### src/rtl/note_detector.sv
`default_nettype none
// ============================================================================
// Module   : note_detector
// Function : Measures the half-period of an asynchronous square wave and
//            decodes it to a piano note index (1..21 = C3..B5, 0 = silence).
// Revision : 1.0 - initial release
// ============================================================================

module note_detector #(
  parameter int CNT_W      = 21,
  parameter int TIMEOUT    = 2000000,
  parameter int TOL_SHIFT  = 6,
  parameter int STABLE_CNT = 4,
  // Divides the whole note table by 2**HP_SHIFT; 0 gives the real tones.
  parameter int HP_SHIFT   = 0
) (
  input  logic             clk,
  input  logic             rst_n,
  input  logic             tone_in,
  output logic [6:0]       note,
  output logic             note_strobe,
  output logic             locked,
  output logic [CNT_W-1:0] period
);

  localparam int             c_ext_w        = CNT_W + 1;
  localparam logic [CNT_W-1:0] c_timeout_last = CNT_W'(TIMEOUT - 1);
  localparam logic [3:0]     c_stable       = 4'(STABLE_CNT);
  localparam logic [3:0]     c_run_max      = 4'd15;

  typedef enum logic [0:0] {
    S_IDLE    = 1'b0,
    S_MEASURE = 1'b1
  } state_t;

  state_t           r_state;
  logic             r_sync1, r_sync2, r_sync3, r_e;
  logic [CNT_W-1:0] r_cnt;
  logic [4:0]       r_cand;
  logic [3:0]       r_run;
  logic             r_report;

  logic [CNT_W-1:0] w_m;
  logic [4:0]       w_k;
  logic             w_hit;

  function automatic int note_hp(input int idx);
    case (idx)
      1:  note_hp = 769231;  2:  note_hp = 680273;  3:  note_hp = 606062;
      4:  note_hp = 571429;  5:  note_hp = 510205;  6:  note_hp = 454546;
      7:  note_hp = 404859;  8:  note_hp = 381681;  9:  note_hp = 340137;
      10: note_hp = 303031;  11: note_hp = 285715;  12: note_hp = 255103;
      13: note_hp = 227273;  14: note_hp = 202430;  15: note_hp = 191205;
      16: note_hp = 170358;  17: note_hp = 151746;  18: note_hp = 143267;
      19: note_hp = 127714;  20: note_hp = 113637;  21: note_hp = 101318;
      default: note_hp = 0;
    endcase
  endfunction

  // One extra bit keeps hp + tol from wrapping for any CNT_W-wide value.
  function automatic logic in_window(input logic [c_ext_w-1:0] m, input int idx);
    logic [c_ext_w-1:0] hp, tol;
    hp  = c_ext_w'(note_hp(idx) >> HP_SHIFT);
    tol = hp >> TOL_SHIFT;
    in_window = (m >= hp - tol) && (m <= hp + tol);
  endfunction

  assign w_m   = r_cnt + CNT_W'(1);
  assign w_hit = (r_run >= c_stable);

  // Descending scan so the lowest matching index wins.
  always_comb begin
    w_k = '0;
    for (int i = 21; i >= 1; i--) begin
      if (in_window({1'b0, w_m}, i)) w_k = 5'(i);
    end
  end

  always_ff @(posedge clk) begin
    if (!rst_n) begin
      r_state     <= S_IDLE;
      r_sync1     <= 1'b0;
      r_sync2     <= 1'b0;
      r_sync3     <= 1'b0;
      r_e         <= 1'b0;
      r_cnt       <= '0;
      r_cand      <= '0;
      r_run       <= '0;
      r_report    <= 1'b0;
      note        <= '0;
      note_strobe <= 1'b0;
      locked      <= 1'b0;
      period      <= '0;
    end else begin
      r_sync1     <= tone_in;
      r_sync2     <= r_sync1;
      r_sync3     <= r_sync2;
      r_e         <= r_sync2 ^ r_sync3;
      note_strobe <= 1'b0;
      r_report    <= 1'b0;

      if (r_report) begin
        if (w_hit && ({2'b00, r_cand} != note)) begin
          note        <= {2'b00, r_cand};
          note_strobe <= 1'b1;
        end
        locked <= w_hit;
      end

      case (r_state)
        S_IDLE: begin
          r_cnt <= '0;
          if (r_e) r_state <= S_MEASURE;
        end
        S_MEASURE: begin
          if (r_e) begin
            r_cnt    <= '0;
            period   <= w_m;
            r_report <= 1'b1;
            if (w_k == 5'd0) begin
              r_cand <= '0;
              r_run  <= '0;
              locked <= 1'b0;
            end else if (w_k == r_cand) begin
              r_run <= (r_run == c_run_max) ? c_run_max : r_run + 4'd1;
            end else begin
              r_cand <= w_k;
              r_run  <= 4'd1;
            end
          end else if (r_cnt == c_timeout_last) begin
            r_state     <= S_IDLE;
            r_cnt       <= '0;
            r_cand      <= '0;
            r_run       <= '0;
            locked      <= 1'b0;
            note        <= '0;
            note_strobe <= (note != 7'd0);
          end else begin
            r_cnt <= r_cnt + CNT_W'(1);
          end
        end
        default: r_state <= S_IDLE;
      endcase
    end
  end

endmodule

`default_nettype wire

### config.mk
export PLATFORM = sky130hd
export DESIGN_NAME = note_detector
export DESIGN_NICKNAME = d
export VERILOG_FILES = /design/src/rtl/note_detector.sv
export SDC_FILE = /design/constraint.sdc
export NUM_CORES = 1
export LEC_CHECK = 0
export ABC_CLOCK_PERIOD_IN_PS = 6650
export CORE_MARGIN = 8
export CORE_UTILIZATION = 27
export CTS_BUF_LIST = sky130_fd_sc_hd__clkbuf_8
export CTS_CLUSTER_DIAMETER = 100
export DETAILED_ROUTE_END_ITERATION = 7
export PLACE_DENSITY = 0.49
export REMOVE_ABC_BUFFERS = 1
export SYNTH_ARGS = -nofsm -noshare
export SYNTH_HDL_FRONTEND = slang
export SYNTH_SLANG_ARGS = --single-unit
### constraint.sdc
create_clock -name clk -period 6.65 [get_ports clk]
set_input_delay 0.665 -clock clk [delete_from_list [all_inputs] [get_ports clk]]
set_output_delay 0.665 -clock clk [all_outputs]
set_load 0.005 [all_outputs]
### After elaboration in Yosys (flattened, before gate mapping)

Index checks and enable logic that the tools add are counted.

| operators by class | value |
|---|---|
| multiplexer cells | 52 |
| multiply operators | 0 |
| shifts and indexed selects | 0 |
| reduce and logical (&&, ||, !) cells | 29 |
| equality and inequality tests | 5 |
| divide/modulo/power cells | 0 |
| $add $sub $neg | 2 |
| bitwise logic cells | 2 |
| magnitude comparators | 43 |

Operators by type and width:

| kind | number |
|---|---|
| $ge 21x18->1 const B | 7 |
| $ge 21x19->1 const B | 7 |
| $le 21x18->1 const B | 7 |
| $le 21x19->1 const B | 7 |
| $mux 5 | 25 |
| $ge 21x20->1 const B | 4 |
| $le 21x20->1 const B | 4 |
| $ge 21x17->1 const B | 3 |
| $le 21x17->1 const B | 3 |
| $mux 21 | 2 |
| $pmux 21 s2 | 1 |
| $mux 7 | 5 |
| $logic_and 1x1->1 | 22 |
| $add 21x1->21 const B | 1 |
| $eq 21x21->1 const B | 1 |
| $mux 4 | 5 |
| $mux 1 | 13 |
| $ne 5x7->1 | 1 |
| $reduce_bool 7->1 | 1 |
| $reduce_and 2->1 | 3 |
| $eq 5x5->1 | 1 |
| $logic_not 5->1 | 1 |
| $add 4x1->4 const B | 1 |
| $eq 4x4->1 const B | 1 |
| other kinds (7) | 7 |

| word-level totals | value |
|---|---|
| input port bits | 3 |
| memories | 0 |
| bits in latches | 0 |
| ROM bits | 0 |
| output and inout port bits | 30 |
| logic and storage cells | 146 |
| RAM bits | 0 |
| flip-flop bits (word level) | 66 |

### Logic depth before layout (Yosys ltp)

Gate-level depths: netlist (run 1).

| logic depth | value |
|---|---|
| depth after elaboration | 28 |
| mapped depth | 18 |
| gate-level depth less buffers | 15 |

### Worst setup path after synthesis (run 1)

OpenSTA, ideal clock, no wires.

| timing path | value |
|---|---|
| path kind | register to register |
| start | reg r_cnt[0] |
| end | reg r_cand[0] |
| path slack | 2051 ps |
| cell stages (with the launch flop) | 17 |
| clock period less this slack | 4599 ps |
| arrival time | 4474 ps |
| buffers on the path | 2 |
| required time | 6526 ps |
| library setup time | 124 ps |
| cells stage by stage | dfxtp_1 -> buf_2 -> buf_1 -> inv_1 -> ha_1 -> or4b_2 -> o32ai_1 -> o21ai_0 -> nand2_1 -> o21ai_0 -> a211o_1 -> a2111oi_2 -> a21oi_1 -> or4b_1 -> or3_1 -> and2_1 -> o2bb2ai_1 |

| between the ends | value |
|---|---|
| word-level cells in the longest chain between the ends | 27 |
| elaborated cells between the ends (all ways) | 94 |
| those cells by class | add/sub (1); order compare (42); eq/ne (3); mux (24); reduce/logical (24) |

RTL lines:

| what | RTL line | text |
|---|---|---|
| from (decl) | 38 | `logic [CNT_W-1:0] r_cnt;` |
| from (signal assigned) | 139 | `r_cnt <= r_cnt + CNT_W'(1);` |
| $add 21x1->21 (*) | 68 | `assign w_m = r_cnt + CNT_W'(1);` |
| via w_m[0] | 43 | `logic [CNT_W-1:0] w_m;` |
| $ge 21x17->1 / $le 21x17->1 (equally long branches) | 65 | `in_window = (m >= hp - tol) && (m <= hp + tol);` |
| $logic_and 1x1->1 | 65 |  |
| $mux 5 (20 in series) | 75 | `if (in_window({1'b0, w_m}, i)) w_k = 5'(i);` |
| $mux 5 (*) | 75 |  |
| $eq 5x5->1, or another cell as far along | 124 | `end else if (w_k == r_cand) begin` |
| $ne 3x3->1 (no line) / $mux 5 (equally long branches) | - |  |
| $reduce_and 3->1 (no line) / $mux 5 (equally long branches) | - |  |
| to (signal assigned) | 127 | `r_cand <= w_k;` |
| to (decl) | 39 | `logic [4:0] r_cand;` |

Mark *: on every way through the listed nets, which the timed path passes. The rest lies on a longest branch. The select of a mux whose other input is x is not followed.
A chain may end at the register's enable or synchronous reset.

### Worst setup path in the final report (run 1)

| timing path | value |
|---|---|
| start | reg r_cnt[4] |
| end | reg r_cand[1] |

| between the ends | value |
|---|---|
| word-level cells in the longest chain between the ends | 27 |
| elaborated cells between the ends (all ways) | 94 |
| those cells by class | add/sub (1); order compare (42); eq/ne (3); mux (24); reduce/logical (24) |

RTL lines:

| what | RTL line |
|---|---|
| $add 21x1->21 | 68 |
| $ge 21x17->1 / $le 21x17->1 (equally long branches) | 65 |
| $logic_and 1x1->1 | 65 |
| $mux 5 (21 in series) | 75 |
| $eq 5x5->1 / $logic_not 5->1 (equally long branches) | 124, 120 |
| $ne 3x3->1 (no line) / $mux 5 (equally long branches) | - |
| $reduce_and 3->1 (no line) / $mux 5 (equally long branches) | - |

Several ways; a longest one is shown, not always the timed one. The select of a mux whose other input is x is not followed.

==> results.tsv, run 1 <==
metric	value	unit
final hold violation count	0	
Layout Skew	0.01265	ns
Reg power frac	49.4	%
dpl cells	1313	
initial cell density of the core	27.31	%
Post-Synth Adder-Cell Area	0.8867	%
Layout Utilization	30.64	%
Clock Sinks	66	
outcome	finished, final reports clean	
Synth Cell Area	7056	sq um
Residual DRC	0	
CTS Hold Buffers Added	0	
Final Setup Violations	0	
gr ovfl total	0	
RSZ-0062 raised after global routing	false	
worst-case clock buffer depth	2	
Core Area	25840	sq um
Worst setup SP type	flip-flop	
register bit total from synthesis	66	
wire per inst	27.49	microns
Pre-antenna DRT Iters	6	
Top-Level Pins	33	
non-filler cells, final	1329	
end point of the worst hold path	r_sync2$_SDFF_PN0_	
largest net degree at the start of global routing	42	
fraction of registers with async set/reset	0	%
Final Max Slew Viols	0	
period utilization	90.60	%
Hold/Removal Path Class	flip-flop to flip-flop	
Cell Area, Placed	7707	sq um
Synth Area per Inst	7.127	sq um
vias in the first global route	8217	
Unique masters post-synth	96	
CTS Buf Count	9	
initial antenna violation count	0	
R2R cell count	13	
Critical R2R Capture	r_cand[1]$_SDFFE_PN0P_	
post-synthesis xor/xnor area fraction	4.416	%
Least-Margin Pin Slew	1.077	ns
Routed Antenna Nets	0	
clk_lat worst skew	0.38	ns
post-DR vias/cell	6.553	
Post-synth EDFFs	0	
Die Y	177.7	microns
CTS Root Cell	clkbuf_8	
min-delay src	r_sync1$_SDFF_PN0_	
post_cts resized	0	
Max VDD drop	0.06100	mV
clock-pin slew on the worst setup and hold paths	0.09	ns
htree depth	3	
Worst Setup End Kind	flip-flop	
dpl hpwl	28040	microns
CTS tree	built	
Hold Path Depth	1	
Routability Congestion	1.116	
layout cell share with drive strength beyond 1	10.16	%
Clock power frac	47.7	%
relative slew slack	27.42	%
critical path class	flip-flop to flip-flop	
Crit Path Max Fanout	22	
Net Sw Power	213.7	uW
switching power share of the total	26.47	%
setup bufs post-CTS	0	
sequential element share of the synthesized area	18.73	%
Max Freq	0.1660	GHz
first-pass GRT wire length	53900	microns
fin nets	997	
diode count	0	
dominant synthesized flop cell	dfxtp_1	
final setup TNS	0	ns
Tmin final	6.025	ns
leakage	0.002780	uW
final wirelength	36530	microns
max cap viols	0	
Chip Width	177.7	microns
R2R Path Start	r_cnt[4]$_SDFF_PP0_	
worst endpoint data arrival time	6.29	ns
pwr dens	102.0	nW/um^2
design area	7918	sq um
mux cell area share after synthesis	1.472	%
Area Growth Syn to Fin	12.22	%
warnings from Yosys	0	
GRT Util Overall	22.56	%
internal power	593.8	uW
via count	8709	
largest family of logic cells by synthesized area	simple AND/OR/NAND/NOR gates	
Cells after Synth	990	
WP data required	6.91	ns
IO Port Bufs	32	
R2R Setup Slk	0.63	ns
initial DRC count	1381	
placement row count	59	
Comb pwr share	2.8	%
die area	31560	sq um
Simple-Gate Fraction of Synth Area	36.28	%
post-synthesis compound-gate area fraction	31.97	%
==> registers in the layout, indices dropped and copies added, names as in the netlist <==
name / count
note: 7
r_report: 1
period: 21
r_run: 4
r_e: 1
r_sync2: 1
r_cand: 5
r_sync1: 1
r_cnt: 21
r_sync3: 1
note_strobe: 1
r_state: 1
locked: 1
==> Yosys cell counts, drive strengths merged (21+ instances only) <==
cell type,number,share of area [%]
nand3,51,3.6
nand2,105,5.6
a21oi,47,3.4
and2,23,2.0
o211a,23,3.3
clkbuf,40,2.1
dfxtp,66,19
nand4,27,3.0
o21ai,56,4.0
nor2,94,5.0
buf,39,2.9
nor4,32,4.3
nor3,54,4.2
inv,21,1.1
a31oi,24,2.1
==> layer usage <==
| metal | GRT usage (%) | wire (microns) | vias up | part of all wire, % |
|---|---|---|---|---|
| met5 | 0 | 0 | - | 0 |
| met2 | 34.59 | 15760 | 645 | 43 |
| met3 | 6.106 | 3834 | 175 | 10 |
| met1 | 28.31 | 14670 | 4097 | 40 |
| li1 | - | - | 3792 | - |
| met4 | 12.30 | 2271 | 0 | 6.2 |
==> worst max-delay path by stage <==
stage	from	end	slack, ns	depth (start not counted)
after floorplan	r_cnt[0]$_SDFF_PP0_	r_cand[0]$_SDFFE_PN0P_	1.28	14
after global placement	r_cnt[1]$_SDFF_PP0_	r_cand[3]$_SDFFE_PN0P_	0.83	15
after detailed placement	r_cnt[1]$_SDFF_PP0_	r_cand[3]$_SDFFE_PN0P_	1.00	15
after CTS	r_cnt[1]$_SDFF_PP0_	r_cand[1]$_SDFFE_PN0P_	0.95	15
after global routing	r_cnt[4]$_SDFF_PP0_	r_run[3]$_SDFFE_PN0P_	0.54	13
final	r_cnt[4]$_SDFF_PP0_	r_cand[1]$_SDFFE_PN0P_	0.63	13
==> layout by cell type, fill, tap and decap left out, types with 7 or more instances in the layout <==
cell type / Yosys / final
a31o_2: 7 / 7
nor2b_1: 7 / 7
or2_2: 7 / 7
and2_1: 20 / 20
nand4_1: 23 / 23
nor2_1: 93 / 93
nor4_1: 23 / 23
a211oi_1: 12 / 12
and3_1: 11 / 11
or3_1: 8 / 8
nand2b_1: 14 / 14
o31ai_1: 8 / 8
a311oi_1: 8 / 8
xor2_1: 13 / 13
nand2_1: 105 / 105
inv_1: 20 / 20
o21ai_0: 50 / 50
nor3_1: 50 / 50
nand3_1: 51 / 51
buf_4: 5 / 35
o211a_1: 23 / 23
clkbuf_8: 0 / 10
mux2i_1: 7 / 7
o41ai_1: 7 / 7
dfxtp_1: 66 / 66
xnor2_1: 17 / 16
o211ai_1: 15 / 15
clkdlybuf4s50_1: 0 / 32
a31oi_1: 24 / 24
a21oi_1: 46 / 46
o22ai_1: 8 / 8
and4_1: 10 / 10
==> metrics by stage <==
step	setup WS, ns	power (uW)	hold slack [ns]
after global placement	0.8328	431.5	0.4235
after floorplan	1.278	418.8	0.4118
final	0.6250	807.5	0.4369
after detailed placement	1.000	431.6	0.4201
after global routing	0.5377	843.5	0.4673
after CTS	0.9498	821.0	0.4415
==> logic make-up (layout without fill, tap and decap cells) <==
logic type	Yosys count	count (layout)
flip-flops	66	66
buffers and inverters	101	105
adder cells (fa/ha/maj)	5	5
multiplexers	10	10
XOR/XNOR	33	33
AND/OR/NAND/NOR	469	469
AO/OA/AOI/OAI	306	306
==> final cells by class <==
cell class | instances | area [sq um]
Multi-Input combinational cell | 823 | 5301
Clock inverter | 6 | 72.57
Clock buffer | 10 | 137.6
Sequential cell | 66 | 1321
Inverter | 22 | 82.58
Timing Repair Buffer | 67 | 583.1
Fill cell | 2856 | 17920
Tap cell | 335 | 419.2
==> critical path: stages, from the launching register on <==
cell	delay, ns
dfxtp_1	0.90
and4_1	0.75
a31oi_1	0.29
nor2_1	0.81
o21ai_0	0.56
a31oi_1	0.37
o21ai_0	0.20
a2111o_1	0.44
nor4bb_1	0.16
and4_1	0.24
or4b_4	0.53
or3_1	0.34
and2_1	0.19
o2bb2ai_1	0.12
==> power groups by stage <==
stage               sequential (uW)  clock [uW]  combinational, uW
floorplan                       409           0               9.69
global placement                409           0               22.9
detailed placement              409           0               22.9
CTS                             399         399               23.0
global route                    400         419               25.0
finish                          399         386               22.6
Note: power is estimated with default switching activity, not from simulation.
==> inputs of run 2 (changes only) <==
--- a/config.mk
+++ b/config.mk
@@ -5,6 +5,7 @@
 export SDC_FILE = /design/constraint.sdc
 export NUM_CORES = 1
 export LEC_CHECK = 0
+export ABC_AREA = 1
 export ABC_CLOCK_PERIOD_IN_PS = 6650
 export CORE_MARGIN = 8
 export CORE_UTILIZATION = 27
==> results.tsv, run 2 <==
metric	value	unit	change
fin nets	1223		+23%
CTS Hold Buffers Added	0		unchanged
Synth area leaders	nand2_1, dfxtp_1, nor2_1		
largest net degree at the start of global routing	43		+2.4%
Synth Area per Inst	5.416	sq um	-24%
Cells after Synth	1195		+21%
R2R cell count	26		+13
WP data required	6.92	ns	about the same
clk_lat worst skew	0.36	ns	-0.02 ns
Residual DRC	0		unchanged
first-pass GRT wire length	46500	microns	-14%
Hold/Removal Path Class	flip-flop to flip-flop		
Tmin final	4.612	ns	-1.413 ns
biggest regs	period (21), r_cnt (21), note (7)		
initial antenna violation count	0		unchanged
Max VDD drop	0.1113	mV	+82%
Top-Level Pins	33		unchanged
largest family of logic cells by synthesized area	simple AND/OR/NAND/NOR gates		
worst-case clock buffer depth	2		unchanged
worst endpoint data arrival time	4.88	ns	-1.41 ns
leakage	0.003445	uW	+24%
Crit Path Max Fanout	13		-41%
clock-pin slew on the worst setup and hold paths	0.09	ns	about the same
Final Setup Violations	0		unchanged
Setup crit end	r_cand[3]$_SDFFE_PN0P_		
Routability Congestion	0.9629		-14%
critical path class	flip-flop to flip-flop		
design area	7274	sq um	-8.1%
Chip Width	170.8	microns	-3.8%
Yosys top cell by area	nand2_1		
setup bufs post-CTS	0		unchanged
Post-synth top cells	nand2_1, nor2_1, inv_1, nand3_1, dfxtp_1		
mux cell area share after synthesis	0	%	-1.5 points
top cell type's share of synthesized area	23.78	%	+5.1 points
Core Area	23470	sq um	-9.2%
fraction of registers with async set/reset	0	%	unchanged
pwr dens	108.1	nW/um^2	+6.0%
IO Port Bufs	32		unchanged
Least-Margin Pin Slew	0.9530	ns	-0.1244 ns
RSZ-0062 raised after global routing	false		
CTS Root Cell	clkbuf_8		
vias in the first global route	7813		-4.9%
wire per inst	19.74	microns	-28%
via count	8095		-7.1%
post-synthesis compound-gate area fraction	10.50	%	-21 points
CP Launch Point	r_cnt[0]$_SDFF_PP0_		
CTS Buf Count	9		unchanged
R2R Setup Slk	2.04	ns	+1.41 ns
initial DRC count	805		-42%
post-DR vias/cell	5.260		-20%
die area	29180	sq um	-7.5%
Final Max Slew Viols	0		unchanged
dpl hpwl	24710	microns	-12%
final hold violation count	0		unchanged
Clock Sinks	66		unchanged
Post-Synth Adder-Cell Area	0.9666	%	+0.080 points
placement row count	56		-5.1%
max cap viols	0		unchanged
CTS tree	built		
GRT Util Overall	20.98	%	-1.6 points
Pre-antenna DRT Iters	7		+1
initial cell density of the core	27.57	%	+0.27 points
Cell Area, Placed	7068	sq um	-8.3%
Worst Setup End Kind	flip-flop		
Synth Cell Area	6472	sq um	-8.3%
outcome	finished, final reports clean		
Worst setup SP type	flip-flop		
register bit total from synthesis	66		unchanged
post_cts resized	0		unchanged
Max Freq	0.2168	GHz	+31%
Post-synth EDFFs	0		unchanged
layout cell share with drive strength beyond 1	7.541	%	-2.6 points
sequential element share of the synthesized area	20.41	%	+1.7 points
period utilization	69.36	%	-21 points
htree depth	3		unchanged
final wirelength	30380	microns	-17%
most common cell after layout, fill and taps aside	nand2_1		
warnings from Yosys	0		unchanged
Critical R2R Capture	r_cand[3]$_SDFFE_PN0P_		
dominant synthesized flop cell	dfxtp_1		
diode count	0		unchanged
Layout Utilization	30.99	%	+0.35 points
Simple-Gate Fraction of Synth Area	57.86	%	+22 points
relative slew slack	36.28	%	+8.9 points
Area Growth Syn to Fin	12.39	%	
top-count cell post-synth	nand2_1		
worst hold margin	0.4261	ns	-0.01084 ns
Unique masters post-synth	43		-55%
Routed Antenna Nets	0		unchanged
Die Y	170.8	microns	-3.8%
R2R Path Start	r_cnt[0]$_SDFF_PP0_		
gr ovfl total	0		unchanged
post-synthesis xor/xnor area fraction	0.1353	%	-4.3 points
Layout Skew	0.01240	ns	-0.0002510 ns
commonest non-fill, non-tap cells in the layout	nand2_1, nor2_1, inv_1		
final setup TNS	0	ns	unchanged
[run 2: critical path: stages (launching register included)]
cell     delay [ns]
dfxtp_1        0.53
ha_1           0.30
nand2_1        0.18
inv_1          0.09
nand2_1        0.05
nand2_1        0.41
inv_2          0.26
nor2_1         0.54
nand2_1        0.27
a21oi_1        0.29
o21ai_1        0.18
nand2_1        0.09
nand2_1        0.06
nand2_1        0.09
nand2_2        0.08
nor2_4         0.15
nand3_1        0.11
nand2_1        0.07
nand2_1        0.05
nor2_1         0.10
nand2_1        0.10
a21oi_2        0.15
nand3_2        0.10
nand2_4        0.12
nand2_1        0.06
nand2_1        0.05
nor2_1         0.04
[run 2: worst min path at each step]
stage	start	to	cells after the start
detailed placement	r_sync1$_SDFF_PN0_	r_sync2$_SDFF_PN0_	2
global placement	r_sync1$_SDFF_PN0_	r_sync2$_SDFF_PN0_	2
finish	r_sync1$_SDFF_PN0_	r_sync2$_SDFF_PN0_	2
CTS	r_sync1$_SDFF_PN0_	r_sync2$_SDFF_PN0_	2
floorplan	r_sync1$_SDFF_PN0_	r_sync2$_SDFF_PN0_	2
global route	r_sync3$_SDFF_PN0_	r_e$_SDFF_PN0_	1
[run 2: per-layer routing]
layer	vias to the layer above	global-route usage, %	part of all wire, %
li1	3882	-	-
met1	3778	26.68	44
met2	344	33.61	45
met3	91	2.581	5.9
met4	0	12.59	5.9
met5	-	0	0
[run 2: logic make-up after synthesis]
family	count (synthesis)
buffers and inverters	162
XOR/XNOR	1
AO/OA/AOI/OAI	122
flip-flops	66
adder cells (fa/ha/maj)	5
AND/OR/NAND/NOR	839
[run 2: area by class of cell]
cell class	instances	area (sq um)
multi-input combinational	967	4496
inverter	137	516.7
clock buffer	9	123.9
tap	319	399.1
sequential	66	1321
timing repair buffer	34	335.3
fill	2731	16200
clock inverter	7	82.58
[run 2: through the flow]
step | std cells | power [uW] | setup WS, ns
3_5_place_dp | 1523 | 433.1 | 2.156
4_1_cts | 1539 | 801.8 | 2.132
5_1_grt | 1539 | 819.7 | 1.595
6_report | 1539 | 786.3 | 2.038
2_1_floorplan | 1170 | 419.9 | 3.326
3_3_place_gp | 1523 | 433.4 | 2.075
[run 2: power breakdown]
| part | total [uW] | switching [uW] | internal, uW |
|---|---|---|---|
| registers | 400 | 2.55 | 398 |
| logic | 23.5 | 16.1 | 7.42 |
| clock network | 362 | 183 | 179 |
